$ cat src/rtl/nor_zero_run_detect.sv
// nor_zero_run_detect: registered zero-run counter over NOR-reduced words with valid/ready output.
// Define NOR_ZERO_RUN_SAT_EN to saturate run_len at its maximum instead of wrapping.
module nor_zero_run_detect #(
  parameter int WIDTH  = 4,
  parameter int CNT_W  = 8,
  parameter int THRESH = 3
) (
  input  logic             clk,
  input  logic             rst_n,
  input  logic             in_valid,
  output logic             in_ready,
  input  logic [WIDTH-1:0] in,
  input  logic             clear,
  output logic             out_valid,
  input  logic             out_ready,
  output logic             out_nor,
  output logic [CNT_W-1:0] run_len,
  output logic             run_hit
);
  typedef enum logic [1:0] {IDLE, RUN, HIT} state_t;
  localparam logic [CNT_W-1:0] MAX = '1;
  localparam logic [CNT_W-1:0] THR = CNT_W'(THRESH);
`ifdef NOR_ZERO_RUN_SAT_EN
  localparam logic [CNT_W-1:0] TOP = MAX;
`else
  localparam logic [CNT_W-1:0] TOP = '0;
`endif
  state_t state, state_nx;
  logic z, acc, valid_nx, nor_nx;
  logic [CNT_W-1:0] base, len_nx;
  assign in_ready = rst_n & (~out_valid | out_ready);
  assign run_hit = state == HIT;
  // clear takes effect before the accepted word is counted
  always_comb begin
    z = ~|in;
    acc = in_valid & in_ready;
    base = clear ? '0 : run_len;
    len_nx = acc ? (z ? (base == MAX ? TOP : base + 1'b1) : '0) : base;
    state_nx = len_nx == '0 ? IDLE : len_nx < THR ? RUN : HIT;
    valid_nx = acc ? 1'b1 : out_ready ? 1'b0 : out_valid;
    nor_nx = acc ? z : out_nor;
  end
  always_ff @(posedge clk) begin
    if (!rst_n) begin
      state <= IDLE;
      run_len <= '0;
      out_valid <= 1'b0;
      out_nor <= 1'b0;
    end else begin
      state <= state_nx;
      run_len <= len_nx;
      out_valid <= valid_nx;
      out_nor <= nor_nx;
    end
  end
endmodule

$ cat config.mk
export PLATFORM = sky130hd
export DESIGN_NAME = nor_zero_run_detect
export DESIGN_NICKNAME = d
export VERILOG_FILES = /design/src/rtl/nor_zero_run_detect.sv
export SDC_FILE = /design/constraint.sdc
export NUM_CORES = 1
export LEC_CHECK = 0
export BUFFER_PORTS_ARGS = -buffer_cell sky130_fd_sc_hd__clkbuf_2
export CORE_UTILIZATION = 45
export CTS_CLUSTER_DIAMETER = 40
export DETAILED_ROUTE_END_ITERATION = 8
export GPL_TIMING_DRIVEN = 0
export PLACE_DENSITY = 0.73
export SLEW_MARGIN = 20
export SYNTH_ARGS = -nofsm -noshare
export SYNTH_HDL_FRONTEND = slang
export SYNTH_SLANG_ARGS = --single-unit
$ cat constraint.sdc
create_clock -name clk -period 6.6 [get_ports clk]
set_input_delay 0.99 -clock clk [delete_from_list [all_inputs] [get_ports clk]]
set_output_delay 0.99 -clock clk [all_outputs]
set_load 0.01 [all_outputs]
After elaboration in Yosys (flattened, before gate mapping) --
Index checks and enable logic that the tools add are counted.
Storage, ports and cells: output and inout port bits 12, input bits 9, flip-flop bits (word level) 12, word-level logic and storage cells 25
Cells by class: magnitude comparators 1, multiplexer cells 7, bitwise logic cells 5, reduce and logical (&&, ||, !) cells 5, eq/ne operators 2, add/sub/neg operators 1
Operators by type and width (count):
- 8-bit two-way mux | 4
- 8-bit by 1-bit adder with 8-bit output (second input constant) | 1
- 8-bit == test (second input constant) | 1
- 8-bit logical NOT | 1
- 8-bit by 2-bit < comparator with 1-bit output (second input constant) | 1
- 4-bit OR reduction | 1
- 1-bit AND | 2
- 2-bit == test (second input constant) | 1
- 1-bit two-way mux | 2
- 2-bit two-way mux | 1
- 1-bit inverter | 2
- 2-bit nonzero test | 1
- 2-bit OR reduction | 1
- 1-bit logical NOT | 1
- 1-bit bitwise OR | 1

Depth between registers and ports, before layout --
word-level depth 7, depth in mapped cells 8, depth with buffers taken out 7

Worst setup path before layout --
Ideal clock, no wire load.
path kind input port to flip-flop, from input clear, to register state[0], data arrival time 2708 ps, data required time 6539 ps, path buffers 1, setup time 61 ps, stages 8, slack 3831 ps, cells stage by stage buf_2 > nor2b_1 > ha_1 > nand3_1 > nor3_1 > nor2_1 > a211o_1 > and4bb_1
Between the ends: word-level cells in the longest chain between the ends 7, elaborated cells between the ends (all ways) 10, classes of those cells add/sub: 1; order compare: 1; eq/ne: 1; mux: 5; reduce/logical: 2
RTL lines:
- start: declaration | line 13 | input logic clear,
- 8-bit two-way mux (*) | line 37 | base = clear ? '0 : run_len;
- 8-bit by 1-bit adder with 8-bit output / 8-bit == test (equally long branches) | line 38 | len_nx = acc ? (z ? (base == MAX ? TOP : base + 1'b1) : '0) : base;
- 8-bit two-way mux (2 in a row) | line 38
- 8-bit two-way mux (*) | line 38
- 8-bit by 2-bit < comparator with 1-bit output / 8-bit logical NOT (equally long branches) | line 39 | state_nx = len_nx == '0 ? IDLE : len_nx < THR ? RUN : HIT;
- 2-bit two-way mux / 2-bit OR reduction (equally long branches)
- end signal: assignment | line 50 | state <= state_nx;
- end: declaration | line 28 | state_t state, state_nx;
Every way passes the cells marked *; elsewhere a longest branch is shown, timed or not. A chain may end at the register's enable or synchronous reset.

Final worst setup path --
Ends and elaborated chain as after synthesis.

==> results.sh <==
export IMPL_synth_top_family_by_area="simple AND/OR/NAND/NOR gates"
export IMPL_place_hpwl_mm=1.47
export IMPL_clock_sinks=12
export IMPL_synthSimpleGateAreaFrac=0.390
export IMPL_routedWlPerCell_um=12.7
export IMPL_synth_distinct_cells=40
export IMPL_core_um2=1710
export IMPL_nNetsFinal=141
export IMPL_critical_path_max_fanout=10
export IMPL_die_h_um=44.6
export IMPL_period_minus_slack_ns=3.00
export IMPL_layout_cells_non_filler=155
export IMPL_insertion_delay_ns=0.29
export IMPL_path_cells="clkbuf_2 > buf_2 > nor2b_1 > ha_1 > nand3_1 > nor3_1 > nor2_1 > a211o_1 > and4bb_1"
export IMPL_grt_pass1_wl_mm=3.16
export IMPL_dp_slack_ns=3.40
export IMPL_grt_antenna_before_repair=0
export IMPL_fmax_mhz=333
export IMPL_drt_iter0_markers=39
export IMPL_cts_clk_slew_worst_paths_ns=0.09
export IMPL_finalSetupViolCount=0
export IMPL_synthXorXnorAreaFrac=0.0428
export IMPL_place_congestion=0.940
export IMPL_hold_buffers=0
export IMPL_slew_violations=0
export IMPL_critical_path_top_delay_family="simple AND/OR/NAND/NOR gates"
export IMPL_clk_path_buf_depth=2
export IMPL_ant_nets=0
export IMPL_dieArea_um2=1990
export IMPL_post_cts_buffers=0
export IMPL_rows=15
export IMPL_worst_path_max_delay_cell="nor3_1"
export IMPL_synth_edff_count=0
export IMPL_dr_total_vias=872
export IMPL_cts_resized=0
export IMPL_regToRegStartpoint="run_len[0]"
export IMPL_p_leak_nw=0.361
export IMPL_hp_start="out_nor"
export IMPL_port_buffers=20
export IMPL_arrival_ns=3.24
export IMPL_place_inst=151
export IMPL_irDropWorstVdd_mv=0.0989
export IMPL_cts_root_buf="clkbuf_4"
export IMPL_ys_ff_latch=12
export IMPL_worst_path_buf_inv=2
export IMPL_tritoncts="done"
export IMPL_nFillCells=161
export IMPL_numCtsBuffers=3
export IMPL_cap_violations=0
export IMPL_fin_crit_sh=0.455
export IMPL_hold_viol_final=0
export IMPL_async_flop_share=0
export IMPL_gr_total_overflow=0
export IMPL_max_stage_delay_ns=0.46
export IMPL_min_path_type="reg2reg"
export IMPL_grtUsageTotal=0.215
export IMPL_critPathLaunch="clear"
export IMPL_setup_tns_ns=0
export IMPL_io_pins=21
export IMPL_synth_adder_area_share=0.0153
export IMPL_viasPerCell=5.63
export IMPL_detailedRoute_firstPassIterationCount=4
export IMPL_tightest_slew_ns=0.541
export IMPL_synthCells=106
export IMPL_worstPathRequired_ns=6.83
export IMPL_post_route_drc_count=0
export IMPL_synth_compound_gate_area_share=0.213
export IMPL_critical_path_startpoint_type="input port"
export IMPL_final_area_um2=986
export IMPL_die_w_um=44.6
export IMPL_yosys_warnings=0
export IMPL_wl_mm=1.96
export IMPL_grt_max_degree=11
export IMPL_setup_slack_ns=3.60
export IMPL_placedInstanceArea_um2=950
export IMPL_status="finished clean"
export IMPL_hold_slack_ns=0.460
export IMPL_synth_ff_type="dfxtp_1"
export IMPL_grt_pass1_vias=722
export IMPL_synth_area_mux_share=0.0122
export IMPL_cellPowerDensity_nw_per_um2=152
export IMPL_synth_fp_nets=116
export IMPL_cp_end_kind="flip-flop"
export IMPL_syn_area_per_cell_um2=7.72
export IMPL_slew_headroom=0.636
export IMPL_yosysSeqAreaShare=0.294
export IMPL_htreeDepth=1
export IMPL_netlist_area_um2=818
export IMPL_critPathKind="in2reg"
export IMPL_antenna_cells=0
export IMPL_rsz0062_at_grt="no"
export IMPL_drive_gt1_frac=0.215
export IMPL_areaGrowthSynthToFinish_pct=20.5
export IMPL_finClkSkew_ns=0.00271
export IMPL_initial_core_util=0.479
[metal layers]
metal,vias up,global-route usage,share of wire
met1,399,0.293,0.47
met5,-,0,0
met2,26,0.347,0.46
met4,0,0.0727,0.015
met3,5,0.0286,0.060
li1,442,-,-
[cells in the final DEF (no fill, tap or decap), types with 2 or more instances in the layout]
| cell type | instances |
|---|---|
| o21ai_0 | 4 |
| nand2_1 | 8 |
| nor2_1 | 14 |
| clkbuf_2 | 20 |
| clkbuf_1 | 3 |
| nand4_1 | 3 |
| inv_1 | 2 |
| nor3_1 | 6 |
| a21oi_1 | 6 |
| nand2b_1 | 2 |
| clkbuf_4 | 3 |
| xnor2_1 | 3 |
| dfxtp_1 | 12 |
| nand3_1 | 4 |
| a211oi_1 | 3 |
| nor2b_1 | 9 |
| or4_1 | 2 |
[metrics by stage]
| stage | total power [mW] | utilization |
|---|---|---|
| after global routing | 0.154 | 0.577 |
| final | 0.150 | 0.577 |
| after floorplan | 0.0818 | - |
| after global placement | 0.0882 | 0.556 |
| after detailed placement | 0.0884 | 0.556 |
| after CTS | 0.149 | 0.577 |
[kinds of logic (layout without fill, tap and decap cells)]
kind of cell,count (synthesis),after routing
AND/OR/NAND/NOR,56,56
AO/OA/AOI/OAI,25,25
flip-flops,12,12
buffers and inverters,7,31
XOR/XNOR,4,4
adder cells (fa/ha/maj),1,1
multiplexers,1,1
[layout make-up]
cell class / instances / area [um2] / share of cell area
timing repair buffer: 20 / 100 / 0.102
clock buffer: 4 / 36.3 / 0.0368
inverter: 3 / 11.3 / 0.0114
tap: 25 / 31.3 / 0.0317
buffer: 4 / 16.3 / 0.0165
sequential: 12 / 240 / 0.244
multi-input combinational: 87 / 551 / 0.558
[synth_stat cells, drive strengths merged, types with 2 or more instances]
library cell   n  area [um2]
o21ai          4        20.0
nand4          4        31.3
nor2          14        52.6
inv            2        7.51
dfxtp         12         240
a211oi         3        22.5
a21oi          6        30.0
or4            2        15.0
nor3           6        30.0
nor2b          9        56.3
nand2b         2        12.5
clkbuf         3        11.3
nand2          8        30.0
xnor2          3        26.3
nand3          4        20.0
[worst paths after layout]
path	depth (start not counted)	slack (ns)	to
setup / recovery	9	3.60	state[0]
hold / removal	2	0.46	out_nor
setup reg to reg	8	4.06	state[0]
hold reg to reg	2	0.46	out_nor
[sequential cells by signal, indices dropped and copies added (netlist names)]
register / cells
run_len: 8
state: 2
out_nor: 1
out_valid: 1
[power breakdown]
part,switching [mW],total [mW],internal [mW]
clock,0.0291,0.0627,0.0336
combinational,0.00881,0.0137,0.00491
sequential,0.000307,0.0732,0.0729
[worst reg2reg max path: cells and delay by family (launching register included)]
family                     cells  cell delay (ns)
adders and majority gates      1             0.33
DFF                            1             0.36
AOI/OAI and AO/OA              1             0.29
and+or+nand+nor                5             1.21
buffers and inverters          1             0.28
No activity file was read; power rests on OpenSTA's default activity.
